$ cat src/rtl/calc_rr_scheduler_pkg.sv
// -----------------------------------------------------------------------------
// calc_rr_scheduler_pkg
//   Shared definitions for the round-robin calculator scheduler:
//   default widths, calculator opcode encoding and scheduler FSM states.
// -----------------------------------------------------------------------------
package calc_rr_scheduler_pkg;

  localparam int NUM_REQ_D        = 4;
  localparam int DATA_W_D         = 3;
  localparam int OP_W_D           = 2;
  localparam int TIMEOUT_CYCLES_D = 16;
  localparam int CNT_W_D          = 5;

  // Calculator opcodes as seen on calc_op.
  typedef enum logic [1:0] {
    OP_XOR = 2'd0,
    OP_AND = 2'd1,
    OP_SUB = 2'd2,
    OP_ADD = 2'd3
  } calc_op_e;

  typedef enum logic [1:0] {
    S_IDLE  = 2'd0,
    S_ISSUE = 2'd1,
    S_WAIT  = 2'd2,
    S_RESP  = 2'd3
  } state_e;

endpackage

$ cat src/rtl/calc_rr_scheduler_rr_arbiter.sv
// -----------------------------------------------------------------------------
// calc_rr_scheduler_rr_arbiter
//   Combinational round-robin pick: first set request bit scanning upward
//   from ptr, wrapping at NUM_REQ.
// Ports:
//   req      in   request vector
//   ptr      in   index with highest priority this cycle
//   any      out  at least one request is set
//   pick     out  one-hot winner (zero when any = 0)
//   pick_idx out  binary index of the winner
// -----------------------------------------------------------------------------
module calc_rr_scheduler_rr_arbiter #(
  parameter int NUM_REQ = 4,
  parameter int IDX_W   = 2
) (
  input  logic [NUM_REQ-1:0] req,
  input  logic [IDX_W-1:0]   ptr,
  output logic               any,
  output logic [NUM_REQ-1:0] pick,
  output logic [IDX_W-1:0]   pick_idx
);

  int               slot;
  logic [IDX_W-1:0] slot_idx;

  always_comb begin
    // NOTE: every output of a combinational block gets a default before any
    // conditional assignment, otherwise synthesis infers a latch.
    any      = 1'b0;
    pick     = '0;
    pick_idx = '0;
    slot     = 0;
    slot_idx = '0;
    for (int k = 0; k < NUM_REQ; k++) begin
      slot = int'(ptr) + k;
      if (slot >= NUM_REQ) slot = slot - NUM_REQ;
      slot_idx = IDX_W'(slot);
      // Only the first hit in scan order wins.
      if (!any && req[slot_idx]) begin
        any            = 1'b1;
        pick[slot_idx] = 1'b1;
        pick_idx       = slot_idx;
      end
    end
  end

endmodule

$ cat src/rtl/calc_rr_scheduler.sv
// -----------------------------------------------------------------------------
// calc_rr_scheduler
//   Shares one four-op calculator among NUM_REQ requesters. A round-robin
//   winner's operands are latched, one calculator run is sequenced and the
//   result is returned to that winner. A watchdog aborts a run whose Done
//   never arrives and returns an error response instead.
// Ports:
//   clk, reset                      clock, async active-low reset
//   req / req_op / req_in1 / req_in2 per-requester level request and operands
//   gnt                             one-hot pulse when operands are captured
//   rsp_valid / rsp_data / rsp_err  one-hot result pulse, result, abort flag
//   busy                            high whenever the FSM is not idle
//   calc_go / calc_op / calc_in1 / calc_in2 / calc_abort   calculator drive
//   calc_done / calc_out            calculator completion and result
// All outputs are registered.
// -----------------------------------------------------------------------------
module calc_rr_scheduler
  import calc_rr_scheduler_pkg::*;
#(
  parameter int NUM_REQ        = NUM_REQ_D,
  parameter int IDX_W          = $clog2(NUM_REQ),
  parameter int DATA_W         = DATA_W_D,
  parameter int OP_W           = OP_W_D,
  parameter int TIMEOUT_CYCLES = TIMEOUT_CYCLES_D,
  parameter int CNT_W          = CNT_W_D
) (
  input  logic                      clk,
  input  logic                      reset,
  input  logic [NUM_REQ-1:0]        req,
  input  logic [NUM_REQ*OP_W-1:0]   req_op,
  input  logic [NUM_REQ*DATA_W-1:0] req_in1,
  input  logic [NUM_REQ*DATA_W-1:0] req_in2,
  output logic [NUM_REQ-1:0]        gnt,
  output logic [NUM_REQ-1:0]        rsp_valid,
  output logic [DATA_W-1:0]         rsp_data,
  output logic                      rsp_err,
  output logic                      busy,
  output logic                      calc_go,
  output logic [OP_W-1:0]           calc_op,
  output logic [DATA_W-1:0]         calc_in1,
  output logic [DATA_W-1:0]         calc_in2,
  output logic                      calc_abort,
  input  logic                      calc_done,
  input  logic [DATA_W-1:0]         calc_out
);

  state_e             state;
  logic [IDX_W-1:0]   ptr;
  logic [NUM_REQ-1:0] win;
  logic [CNT_W-1:0]   cnt;

  logic               any;
  logic [NUM_REQ-1:0] pick;
  logic [IDX_W-1:0]   pick_idx;
  logic [IDX_W-1:0]   ptr_next;
  logic [OP_W-1:0]    sel_op;
  logic [DATA_W-1:0]  sel_in1;
  logic [DATA_W-1:0]  sel_in2;

  calc_rr_scheduler_rr_arbiter #(
    .NUM_REQ (NUM_REQ),
    .IDX_W   (IDX_W)
  ) u_arb (
    .req      (req),
    .ptr      (ptr),
    .any      (any),
    .pick     (pick),
    .pick_idx (pick_idx)
  );

  assign sel_op   = req_op [pick_idx*OP_W   +: OP_W];
  assign sel_in1  = req_in1[pick_idx*DATA_W +: DATA_W];
  assign sel_in2  = req_in2[pick_idx*DATA_W +: DATA_W];
  // The winner drops to lowest priority; explicit wrap keeps this correct
  // for non-power-of-two NUM_REQ.
  assign ptr_next = (pick_idx == IDX_W'(NUM_REQ - 1)) ? '0 : pick_idx + IDX_W'(1);

  always_ff @(posedge clk or negedge reset) begin
    if (!reset) begin
      state      <= S_IDLE;
      ptr        <= '0;
      win        <= '0;
      cnt        <= '0;
      gnt        <= '0;
      rsp_valid  <= '0;
      rsp_data   <= '0;
      rsp_err    <= 1'b0;
      busy       <= 1'b0;
      calc_go    <= 1'b0;
      calc_op    <= '0;
      calc_in1   <= '0;
      calc_in2   <= '0;
      calc_abort <= 1'b0;
    end else begin
      // NOTE: sequential state uses non-blocking assignments so every
      // register samples pre-edge values regardless of statement order.
      // Pulse outputs default low and are raised only on the transition
      // that owns them.
      gnt        <= '0;
      rsp_valid  <= '0;
      calc_go    <= 1'b0;
      calc_abort <= 1'b0;
      case (state)
        S_IDLE: begin
          if (any) begin
            calc_op  <= sel_op;
            calc_in1 <= sel_in1;
            calc_in2 <= sel_in2;
            gnt      <= pick;
            win      <= pick;
            ptr      <= ptr_next;
            busy     <= 1'b1;
            state    <= S_ISSUE;
          end
        end
        S_ISSUE: begin
          calc_go <= 1'b1;
          cnt     <= '0;
          state   <= S_WAIT;
        end
        S_WAIT: begin
          cnt <= cnt + CNT_W'(1);
          // Done takes precedence over a coincident timeout.
          if (calc_done) begin
            rsp_data  <= calc_out;
            rsp_err   <= 1'b0;
            rsp_valid <= win;
            state     <= S_RESP;
          end else if (cnt == CNT_W'(TIMEOUT_CYCLES - 1)) begin
            calc_abort <= 1'b1;
            rsp_err    <= 1'b1;
            rsp_data   <= '0;
            rsp_valid  <= win;
            state      <= S_RESP;
          end
        end
        S_RESP: begin
          rsp_err  <= 1'b0;
          rsp_data <= '0;
          busy     <= 1'b0;
          state    <= S_IDLE;
        end
        default: state <= S_IDLE;
      endcase
    end
  end

endmodule

$ cat config.mk
export PLATFORM = sky130hd
export DESIGN_NAME = calc_rr_scheduler
export DESIGN_NICKNAME = d
export VERILOG_FILES = /design/src/rtl/calc_rr_scheduler_pkg.sv /design/src/rtl/calc_rr_scheduler_rr_arbiter.sv /design/src/rtl/calc_rr_scheduler.sv
export SDC_FILE = /design/constraint.sdc
export NUM_CORES = 1
export LEC_CHECK = 0
export CELL_PAD_IN_SITES_DETAIL_PLACEMENT = 2
export CELL_PAD_IN_SITES_GLOBAL_PLACEMENT = 2
export CORE_UTILIZATION = 32
export CTS_BUF_LIST = sky130_fd_sc_hd__clkbuf_4 sky130_fd_sc_hd__clkbuf_8
export CTS_CLUSTER_SIZE = 14
export DETAILED_ROUTE_END_ITERATION = 7
export PLACE_DENSITY = 0.85
export SLEW_MARGIN = 5
export SYNTH_ARGS = -nofsm -noshare
export SYNTH_HDL_FRONTEND = slang
export SYNTH_HIERARCHICAL = 1
export SYNTH_SLANG_ARGS = --single-unit
$ cat constraint.sdc
create_clock -name clk -period 4.08 [get_ports clk]
set_input_delay 0.816 -clock clk [delete_from_list [all_inputs] [get_ports clk]]
set_output_delay 0.816 -clock clk [all_outputs]
set_load 0.05 [all_outputs]
==> metrics.cfg <==
[status]
status = completed

[floorplan]
io_pins = 65
die_area_um2 = 6900
fp.dieW_um = 83.1
initial_core_util_pct = 33.1
fp.dieH_um = 83.1
rows = 29
core_area_um2 = 6350

[synthesis]
netlist_area_um2 = 2100
synth.most_common_cell = dfrtp_1
ys.flop_type = dfrtp_1
synth_fp_nets = 242
ys_types = 38
synthTopCellsByArea = dfrtp_1, mux2i_1, ha_1, o221ai_1, and3_1
ys_seq_elements = 36
yosysTopAreaCell = dfrtp_1
yosys_warnings = 6
yosysSeqAreaShare_pct = 42.8
avgSynthCellArea_um2 = 11.2
synth_edf_count = 0
synthArstFlopShare_pct = 100
synth_common_cells = dfrtp_1, mux2i_1, inv_1
netlist.area_leader.share_pct = 42.8
synthCells = 188

[global_routing]
grt_overflow = 0
grt_pass1_wl_mm = 10.6
grt_pass1_vias = 1976
track_usage_pct = 19.9
antenna_found_initial = 0
grt_max_degree = 37

[layout]
stdcell_count = 330
nNetsFinal = 306
num_antenna_cells = 0
multi_input_area_um2 = 1080
final_cell_area_um2 = 2890
seqCellArea_um2 = 901
nFillCells = 650
area_delta_synth_final_pct = 37.2
drive_gt1_share_pct = 9.09

[worst_hold_path]
hp-class = register to register

[sta]
finalMaxSlewViolations = 0
fin_crit_sh_pct = 80.8
hold_viol_final = 0
tightest_slew_ps = 829
setup_tns_ps = 0
hold_slack_ps = 481
finalSetupViolCount = 0
rsz0062_at_grt = false
period_needed_ps = 3300
slew_headroom_pct = 44.8
max_freq_mhz = 303
finClkSkew_ps = 9.45

[route]
via_per_inst = 5.36
wl_per_cell_um = 19.4
route.detailed.drc = 0
wl_mm = 6.40
dr.pass1.iters = 4
first_iter_violations = 18
vias = 1769
ant_nets = 0

[setup_path]
worst_setup_path_end_kind = register
worst-setup-path-type = input port to register
cp.required_ps = 4210
worstSetupStartpointType = input port
r2r_slack_ps = 910
cp_max_fo = 16
critPathArrivalTime_ps = 3430

[power]
p_seq_share_pct = 23.2
power_switching_uw = 1200
vdd_drop_max_mv = 0.393
p_int_uw = 1250
power-per-cell-area_nw_per_um2 = 849
swShare_pct = 49.0
clkPwrFrac_pct = 11.0
p_leak_uw = 0.00132
pwr-share-comb_pct = 65.7

[clocking]
clk_latency_ps = 300
hold_buffers = 0
cts.clk_slew.worst_paths_ps = 70
cts-root-buf = clkbuf_8
clockBufferDepth = 2
htree_levels = 2
numCtsBuffers = 5
cts_resized = 0
cts_setup_buffers = 0
cts_tree = yes
clkSinkCount = 36

[placement]
dpl.hpwl_mm = 4.71
io_buffer_count = 64
placedCellCount = 322
placed_area_um2 = 2790
place_congestion = 0.739

[job]
maxCapViolCount = 0

-- cell usage in the layout (no fill, tap or decap), types with 2 or more instances in the layout --
cell type | synthesis | final
clkdlybuf4s50_1 | 0 | 63
dfrtp_1 | 36 | 36
mux2i_1 | 19 | 19
inv_1 | 14 | 14
ha_1 | 12 | 12
and3_1 | 10 | 10
nand2_1 | 10 | 10
o21ai_0 | 9 | 9
o221ai_1 | 8 | 8
a22oi_1 | 8 | 8
nand3_1 | 6 | 6
a22o_1 | 6 | 6
clkbuf_8 | 0 | 6
a21o_1 | 4 | 4
nor2_1 | 4 | 4
mux2_2 | 4 | 4
buf_4 | 1 | 3
nand3b_1 | 2 | 2
o2bb2ai_1 | 2 | 2
nor2b_1 | 2 | 2
a32o_1 | 2 | 2
a21oi_1 | 2 | 2
o31ai_1 | 2 | 2
clkinv_2 | 0 | 2
mux4_2 | 2 | 2
mux4_1 | 2 | 2
-- path summary, 6_finish.rpt --
path | to | startpoint | cells past startpoint
setup / recovery | calc_in2[1] | req[3] | 8
hold / removal | win[1] | win[1] | 1
setup reg to reg | calc_in2[1] | ptr[1] | 9
hold reg to reg | win[1] | win[1] | 1
max in group asynchronous | rsp_data[2] | reset | 1
min in group asynchronous | gnt[0] | reset | 1
-- through the flow --
| stage | total power, uW | utilization (%) | setup WS [ps] |
|---|---|---|---|
| floorplan | 1740 | - | 1270 |
| global placement | 2110 | 44.0 | 653 |
| detailed placement | 2180 | 44.0 | 521 |
| CTS | 2490 | 45.4 | 737 |
| global route | 2620 | 45.4 | 595 |
| finish | 2450 | 45.4 | 784 |
-- power groups by stage --
stage / Clock, uW / Combinational (uW) / Sequential [uW]
floorplan: 0 / 906 / 834
global placement: 0 / 1540 / 564
detailed placement: 0 / 1610 / 574
CTS: 283 / 1640 / 570
global route: 291 / 1740 / 584
finish: 270 / 1610 / 569
-- kinds of logic after synthesis --
logic type,count (synthesis),share of synthesized area [%]
buffers and inverters,24,5.59
adders and majority gates,12,7.14
AOI/OAI and AO/OA,47,17.1
muxes,27,15.8
DFF,36,42.8
and+or+nand+nor,42,11.5
-- metal layers --
layer  share of wire [%]  vias up  wire, um  GRT usage, %
li1                    -      827         -             -
met1                  42      903      2670          23.4
met2                  54       30      3470          36.2
met3                 2.0        9       127          3.08
met4                 2.0        0       127          7.37
met5                   0        -         0             0
-- state kept, by name, summed over array words and instances, names as in the netlist --
| signal | count |
|---|---|
| gnt | 4 |
| rsp_valid | 4 |
| rsp_data | 3 |
| cnt | 5 |
| calc_abort | 1 |
| win | 4 |
| calc_in1 | 3 |
| busy | 1 |
| calc_go | 1 |
| calc_in2 | 3 |
| rsp_err | 1 |
| calc_op | 2 |
| state | 2 |
| ptr | 2 |
-- critical path, cell delays in order --
cell	delay (ps)
clkdlybuf4s50_1	470
mux4_2	650
nor4b_4	440
nor2_1	100
a32o_1	250
buf_4	230
mux2i_1	260
o221ai_1	200
-- layout make-up --
cell class	count	area share [%]
clock buffer	6	2.86
clock inverter	2	0.347
inverter	14	1.82
multi-input combinational	128	37.6
sequential	36	31.2
tap	77	3.34
timing repair buffer	67	22.8
Note: power is estimated with default switching activity, not from simulation.
